--- src/rtl/pipe_pkg.sv ---
`default_nettype none
// ============================================================================
// Module      : pipe_pkg
// Description : Shared constants for the pipeline-buffer family. Holds the
//               default payload width, the payload field layout
//               (ctrl / alu / memdata / rd) and the all-zeros bubble value.
// Revision    : 1.0 - initial release
// ============================================================================
package pipe_pkg;

    localparam int c_WIDTH       = 73;

    // Payload field offsets
    localparam int c_CTRL_MSB    = 72;
    localparam int c_CTRL_LSB    = 69;
    localparam int c_ALU_MSB     = 68;
    localparam int c_ALU_LSB     = 37;
    localparam int c_MEMDATA_MSB = 36;
    localparam int c_MEMDATA_LSB = 5;
    localparam int c_RD_MSB      = 4;
    localparam int c_RD_LSB      = 0;

    // Value presented on the data bus whenever no instruction is held
    localparam logic [c_WIDTH-1:0] c_BUBBLE = '0;

    typedef struct packed {
        logic [3:0]  ctrl;
        logic [31:0] alu;
        logic [31:0] memdata;
        logic [4:0]  rd;
    } payload_t;

    function automatic logic [4:0] get_rd(input logic [c_WIDTH-1:0] payload);
        return payload[c_RD_MSB:c_RD_LSB];
    endfunction

endpackage
`default_nettype wire

--- src/rtl/pipe_stage_buf_if.sv ---
`default_nettype none
// ============================================================================
// Module      : pipe_stage_buf_if
// Description : Handshake bundle of one pipeline buffer.
//               Upstream : in_valid, in_ready, in_data
//               Downstream: out_valid, out_ready, out_data
//               Control  : flush (squash), stall_cnt (backpressure counter)
//               slave  = the buffer side, master = the surrounding pipeline.
// Revision    : 1.0 - initial release
// ============================================================================
interface pipe_stage_buf_if
    import pipe_pkg::*;
#(
    parameter int WIDTH = c_WIDTH,
    parameter int CNT_W = 32
);

    logic             in_valid;
    logic             in_ready;
    logic [WIDTH-1:0] in_data;
    logic             out_valid;
    logic             out_ready;
    logic [WIDTH-1:0] out_data;
    logic             flush;
    logic [CNT_W-1:0] stall_cnt;

    modport slave (
        input  in_valid, in_data, out_ready, flush,
        output in_ready, out_valid, out_data, stall_cnt
    );

    modport master (
        output in_valid, in_data, out_ready, flush,
        input  in_ready, out_valid, out_data, stall_cnt
    );

endinterface
`default_nettype wire

--- src/rtl/pipe_sat_counter.sv ---
`default_nettype none
// ============================================================================
// Module      : pipe_sat_counter
// Description : Saturating up-counter, updated on the falling clock edge.
//               clk   - clock (falling edge active)
//               rst   - synchronous active-high clear
//               inc   - add one this edge unless already all-ones
//               count - current value
// Revision    : 1.0 - initial release
// ============================================================================
module pipe_sat_counter
    import pipe_pkg::*;
#(
    parameter int CNT_W = 32
) (
    input  wire logic             clk,
    input  wire logic             rst,
    input  wire logic             inc,
    output logic      [CNT_W-1:0] count
);

    localparam logic [CNT_W-1:0] c_MAX = {CNT_W{1'b1}};

    logic [CNT_W-1:0] r_count;

    always_ff @(negedge clk) begin
        if (rst) begin
            r_count <= '0;
        end else if (inc && (r_count != c_MAX)) begin
            r_count <= r_count + CNT_W'(1);
        end
    end

    assign count = r_count;

endmodule
`default_nettype wire

--- src/rtl/pipe_stage_buf.sv ---
`default_nettype none
// ============================================================================
// Module      : pipe_stage_buf
// Description : Valid/ready pipeline buffer with flush and stall counter.
//               All state changes on the falling edge of clk.
//               clk - clock (falling edge active)
//               rst - synchronous active-high reset
//               bus - pipe_stage_buf_if.slave (in_*, out_*, flush, stall_cnt)
//               Build option PIPE_SKID_EN: two entries (main + skid) with
//               in_ready taken from the skid-empty register, breaking the
//               out_ready -> in_ready path. Without it: single entry with
//               combinational in_ready.
// Revision    : 1.0 - initial release
// ============================================================================
module pipe_stage_buf
    import pipe_pkg::*;
#(
    parameter int WIDTH = c_WIDTH,
    parameter int CNT_W = 32
) (
    input  wire logic      clk,
    input  wire logic      rst,
    pipe_stage_buf_if.slave bus
);

    localparam logic [WIDTH-1:0] c_EMPTY = WIDTH'(c_BUBBLE);

    logic             r_main_valid;
    logic [WIDTH-1:0] r_main_data;
    logic             w_in_ready;
    logic             w_accept;
    logic             w_deliver;
    logic             w_stall;
    logic [CNT_W-1:0] w_stall_cnt;

    assign w_accept  = bus.in_valid && w_in_ready;
    assign w_deliver = r_main_valid && bus.out_ready;
    assign w_stall   = r_main_valid && !bus.out_ready;

`ifdef PIPE_SKID_EN
    logic             r_skid_valid;
    logic [WIDTH-1:0] r_skid_data;

    // Only rst/flush gate the registered skid-empty flag; out_ready has no
    // path to in_ready.
    assign w_in_ready = !rst && !bus.flush && !r_skid_valid;

    // The skid entry is only ever occupied while main is occupied, so main
    // always holds the oldest payload and FIFO order is preserved.
    always_ff @(negedge clk) begin
        if (rst || bus.flush) begin
            r_main_valid <= 1'b0;
            r_main_data  <= c_EMPTY;
            r_skid_valid <= 1'b0;
            r_skid_data  <= c_EMPTY;
        end else if (!r_main_valid) begin
            if (w_accept) begin
                r_main_valid <= 1'b1;
                r_main_data  <= bus.in_data;
            end
        end else if (w_deliver) begin
            if (r_skid_valid) begin
                // Skid full implies in_ready was low: no accept this edge.
                r_main_data  <= r_skid_data;
                r_skid_valid <= 1'b0;
                r_skid_data  <= c_EMPTY;
            end else if (w_accept) begin
                r_main_data  <= bus.in_data;
            end else begin
                r_main_valid <= 1'b0;
                r_main_data  <= c_EMPTY;
            end
        end else if (w_accept) begin
            r_skid_valid <= 1'b1;
            r_skid_data  <= bus.in_data;
        end
    end
`else
    assign w_in_ready = !rst && !bus.flush && (!r_main_valid || bus.out_ready);

    always_ff @(negedge clk) begin
        if (rst || bus.flush) begin
            r_main_valid <= 1'b0;
            r_main_data  <= c_EMPTY;
        end else if (w_accept) begin
            // Covers simultaneous deliver + accept with no bubble.
            r_main_valid <= 1'b1;
            r_main_data  <= bus.in_data;
        end else if (w_deliver) begin
            r_main_valid <= 1'b0;
            r_main_data  <= c_EMPTY;
        end
    end
`endif

    // Counts backpressure cycles; flush deliberately does not clear it.
    pipe_sat_counter #(
        .CNT_W (CNT_W)
    ) u_stall_cnt (
        .clk   (clk),
        .rst   (rst),
        .inc   (w_stall),
        .count (w_stall_cnt)
    );

    assign bus.in_ready  = w_in_ready;
    assign bus.out_valid = r_main_valid;
    assign bus.out_data  = r_main_data;
    assign bus.stall_cnt = w_stall_cnt;

endmodule
`default_nettype wire
--- src/flat_wrapper.sv ---
// flat-port wrapper written by rule: the top's interface ports become plain ports
module pipe_stage_buf_flat import pipe_pkg::*;
#(
    parameter int WIDTH = c_WIDTH,
    parameter int CNT_W = 32
)
  (clk, rst, bus_in_valid, bus_in_data, bus_out_ready, bus_flush, bus_in_ready, bus_out_valid, bus_out_data, bus_stall_cnt);
  pipe_stage_buf_if #(.WIDTH(WIDTH), .CNT_W(CNT_W)) bus_i ();
  input  wire logic clk;
  input  wire logic rst;
  input wire logic [$bits(bus_i.in_valid)-1:0] bus_in_valid;
  input wire logic [$bits(bus_i.in_data)-1:0] bus_in_data;
  input wire logic [$bits(bus_i.out_ready)-1:0] bus_out_ready;
  input wire logic [$bits(bus_i.flush)-1:0] bus_flush;
  output wire logic [$bits(bus_i.in_ready)-1:0] bus_in_ready;
  output wire logic [$bits(bus_i.out_valid)-1:0] bus_out_valid;
  output wire logic [$bits(bus_i.out_data)-1:0] bus_out_data;
  output wire logic [$bits(bus_i.stall_cnt)-1:0] bus_stall_cnt;
  assign bus_i.in_valid = bus_in_valid;
  assign bus_i.in_data = bus_in_data;
  assign bus_i.out_ready = bus_out_ready;
  assign bus_i.flush = bus_flush;
  assign bus_in_ready = bus_i.in_ready;
  assign bus_out_valid = bus_i.out_valid;
  assign bus_out_data = bus_i.out_data;
  assign bus_stall_cnt = bus_i.stall_cnt;
  pipe_stage_buf #(.WIDTH(WIDTH), .CNT_W(CNT_W)) u_core (.clk(clk), .rst(rst), .bus(bus_i));
endmodule
--- config.mk ---
export PLATFORM = sky130hd
export DESIGN_NAME = pipe_stage_buf_flat
export DESIGN_NICKNAME = d
export VERILOG_FILES = /design/src/rtl/pipe_pkg.sv /design/src/rtl/pipe_stage_buf_if.sv /design/src/rtl/pipe_sat_counter.sv /design/src/rtl/pipe_stage_buf.sv /design/src/flat_wrapper.sv
export SDC_FILE = /design/constraint.sdc
export NUM_CORES = 1
export LEC_CHECK = 0
export CAP_MARGIN = 10
export CORE_ASPECT_RATIO = 0.7
export CORE_MARGIN = 2
export CORE_UTILIZATION = 34
export DETAILED_ROUTE_END_ITERATION = 6
export PLACE_DENSITY = 0.68
export SETUP_SLACK_MARGIN = 0.3
export SYNTH_ARGS = -nofsm -noshare
export SYNTH_HDL_FRONTEND = slang
export SYNTH_SLANG_ARGS = --single-unit
--- constraint.sdc ---
create_clock -name clk -period 2.6 [get_ports clk]
set_input_delay 0.52 -clock clk [delete_from_list [all_inputs] [get_ports clk]]
set_output_delay 0.52 -clock clk [all_outputs]
set_load 0.05 [all_outputs]
==> run summary <==
Outcome: finished with violations
Violated checks: negative setup slack
Worst Path Buf+Inv: 2
Worst EP required: 2.08 ns
Post-Syn Area: 4100 sq um
Register bit count reported by yosys: 106
Most common cell after layout, fill and taps aside: buf_4
Setup slack after layout: -0.453 ns
Setup violators final: 211
Post-synthesis async set-or-reset flop share: 0%
Width of the die: 135 um
Routed Antenna Nets: 0
Largest family of logic cells by synthesized area: simple AND/OR/NAND/NOR gates
Internal Pwr Total: 2930 uW
Hold Crit Start: u_core.bus.out_data[30]
Post-synthesis simple-gate area fraction: 20.8%
Critical Path Source Type: register
Rel. slew slack: 51.3%
Part of the power in registers: 35.4%
CP max-delay cell: dfxtp_4
Post-synthesis xor/xnor area fraction: 1.92%
Hold depth: 2
Worst setup path class: reg -> out
Multiplexer share of the synthesized area: 1.34%
CTS tree: built
Drt first-iter violations: 418
Area delta synth->final: 155%
Pin count of the biggest net entering global routing: 76
Total track usage: 30.5%
First-pass GRT wire length: 30.3 mm
Hold buffers post-CTS: 0
Most frequent cells in the layout: buf_4, buf_12, inv_1, nor2_1
Sequential cell area fraction in the yosys report: 51.8%
Core Footprint: 11700 sq um
Via-per-instance ratio: 5.66
Switching Share: 35.8%
Worst R2R Start: u_core.u_stall_cnt.count[12]
Syn avg cell area: 9.09 sq um
Clock Skews: 0.0536 ns
FF-to-FF path depth: 8
CTS Buf Count: 9
H-tree levels: 3
Maximum fanout along the worst path: 2
Placed cell count: 792
I/O Pins: 185
CP startpoint: u_core.bus.out_valid
Synth Area in Compound Gates: 20.3%
Comb pwr share: 13.9%
CP Data Arrival Time: 2.53 ns
PortBufs: 184
Final #Nets: 967
Clock Power Share: 50.6%
CP endpoint kind: primary output
Mapped Cells: 451
RSZ-0062 raised after global routing: yes
Initial antenna violation count: 0
EDFF count, synth: 0
Slew Viols, Final: 0
Hold Vio Cnt, Final: 0
HPWL Detailed: 10.6 mm
Sw Pwr: 1630 uW
Worst-skew pair later-pin latency: 0.45 ns
DRC Markers: 0
Synth Warn #: 0
CTS clock-pin slew for the worst setup and hold paths: 0.04 ns
Final WL: 24.9 mm
Root buffer selected by CTS: clkbuf_16
# clock sinks: 106
Number of global-route vias before repair: 6054
Synth unique cells: 44
Cell Rows: 33
Worst Hold Class: reg -> reg
Total grt overflow: 0
Post-layout power: 4560 uW
Syn nets: 530
Ys flop type: dfxtp_1
Cell depth of the worst setup path: 4
Layout cells sized above 1: 58.7%
Dpl ws: -1.04 ns
Via count: 5944
1st-pass router iterations: 6
Max Cap Violations: 0
Die span in y: 95.9 um
Setup total negative slack: -36.45 ns
P_leak: 0.00437 uW
Cell Pwr Density: 436 nW/um^2
Worst vdd ir: 0.000386 V
Initial Utilization: 35.0%
Non-Filler Instances: 1050
Slew @ Worst Pin: 0.724 ns
Die area: 13000 sq um
CP max stage delay: 0.33 ns
CTS Buffer Depth: 2
Family with the most delay on the worst path: flip-flops
Final core occ: 89.2%
Gpl congestion: 0.948
Post-Synth Adder-Cell Area: 0.305%
Worst-path cell chain: nor2b_4 > buf_6 > nor2_4 > buf_8
Wire per inst: 23.7 um
-- power groups by stage --
stage,sequential (uW),clock (uW),combinational [uW]
2_1_floorplan,1720,248,130
3_3_place_gp,1670,248,398
3_5_place_dp,1670,248,407
4_1_cts,1640,2120,563
5_1_grt,1620,2470,649
6_report,1620,2310,635
-- through the flow --
stage	hold slack, ns	cell area (sq um)
floorplan	0.565	4560
global placement	0.488	7680
detailed placement	0.510	7680
CTS	0.516	9890
global route	0.540	10500
finish	0.520	10500
-- layout make-up --
class                           count  area [sq um]
Antenna cell                        1          2.50
Clock buffer                        9           225
Clock inverter                    112           469
Fill cell                         440          1270
Inverter                            6          22.5
Multi-Input combinational cell    306          2480
Sequential cell                   106          2390
Tap cell                          157           196
Timing Repair Buffer              353          4670
-- path summary, 6_finish.rpt --
path	slack, ns	endpoint
worst max register to register	-0.04	u_core.u_stall_cnt.count[15]
worst max-delay path	-0.45	bus_in_ready
worst min-delay path	0.52	u_core.bus.out_data[30]
worst min register to register	0.52	u_core.bus.out_data[30]
-- synthesized netlist by cell type (2+ instances only) --
cell type	instances	area [sq um]
o31ai_2	2	25.0
nor3_1	4	20.0
nand3_1	11	55.1
buf_2	2	10.0
and2_1	2	12.5
o21ai_0	9	45.0
and3_1	3	18.8
or4_1	5	37.5
dfxtp_1	106	2120
clkbuf_1	29	109
nand4_1	13	81.3
o31a_1	2	17.5
a22oi_1	73	548
xor2_1	5	43.8
or4_2	4	35.0
nor2b_1	5	31.3
nor2_1	91	342
mux2_2	3	33.8
or3_1	8	50.1
a21oi_1	18	90.1
a31o_2	2	17.5
or3_2	2	15.0
nor4_1	6	37.5
inv_1	7	26.3
nand4b_1	2	17.5
nand2_1	11	41.3
xnor2_1	4	35.0
o31ai_1	5	37.5
a211oi_1	2	15.0
-- sequential cells by signal (all words and copies together) (netlist names) --
signal / flops
u_core.u_stall_cnt.count: 32
u_core.bus.out_data: 73
u_core.bus.out_valid: 1
-- worst min-delay path, cell delays in order (launching register included) --
cell     delay (ns)
dfxtp_4        0.35
a22oi_2        0.05
nor2_1         0.08
-- metal layers --
metal | GRT usage (%) | part of all wire [%] | wire length [um]
met5 | 0 | 0 | 0
met4 | 15.3 | 4.7 | 1170
met3 | 12.1 | 8.2 | 2030
met2 | 53.9 | 52 | 12900
met1 | 32.1 | 35 | 8750
-- cells by family (layout without fill, tap and decap cells) --
logic type	Yosys count	in the layout
AOI/OAI and AO/OA	117	117
xor gates and xnor gates	9	9
adders and majority gates	1	1
buffers and inverters	39	480
DFF	106	106
muxes	5	5
other	0	1
and+or+nand+nor	174	174
-- repair_timing --
action	in CTS	in global routing
setup buffers	91	31
setup endpoints to repair	213	212
gates resized for setup	128	64
gates cloned	10	5
pin swaps	34	20
(Power assumes the default switching activity.)
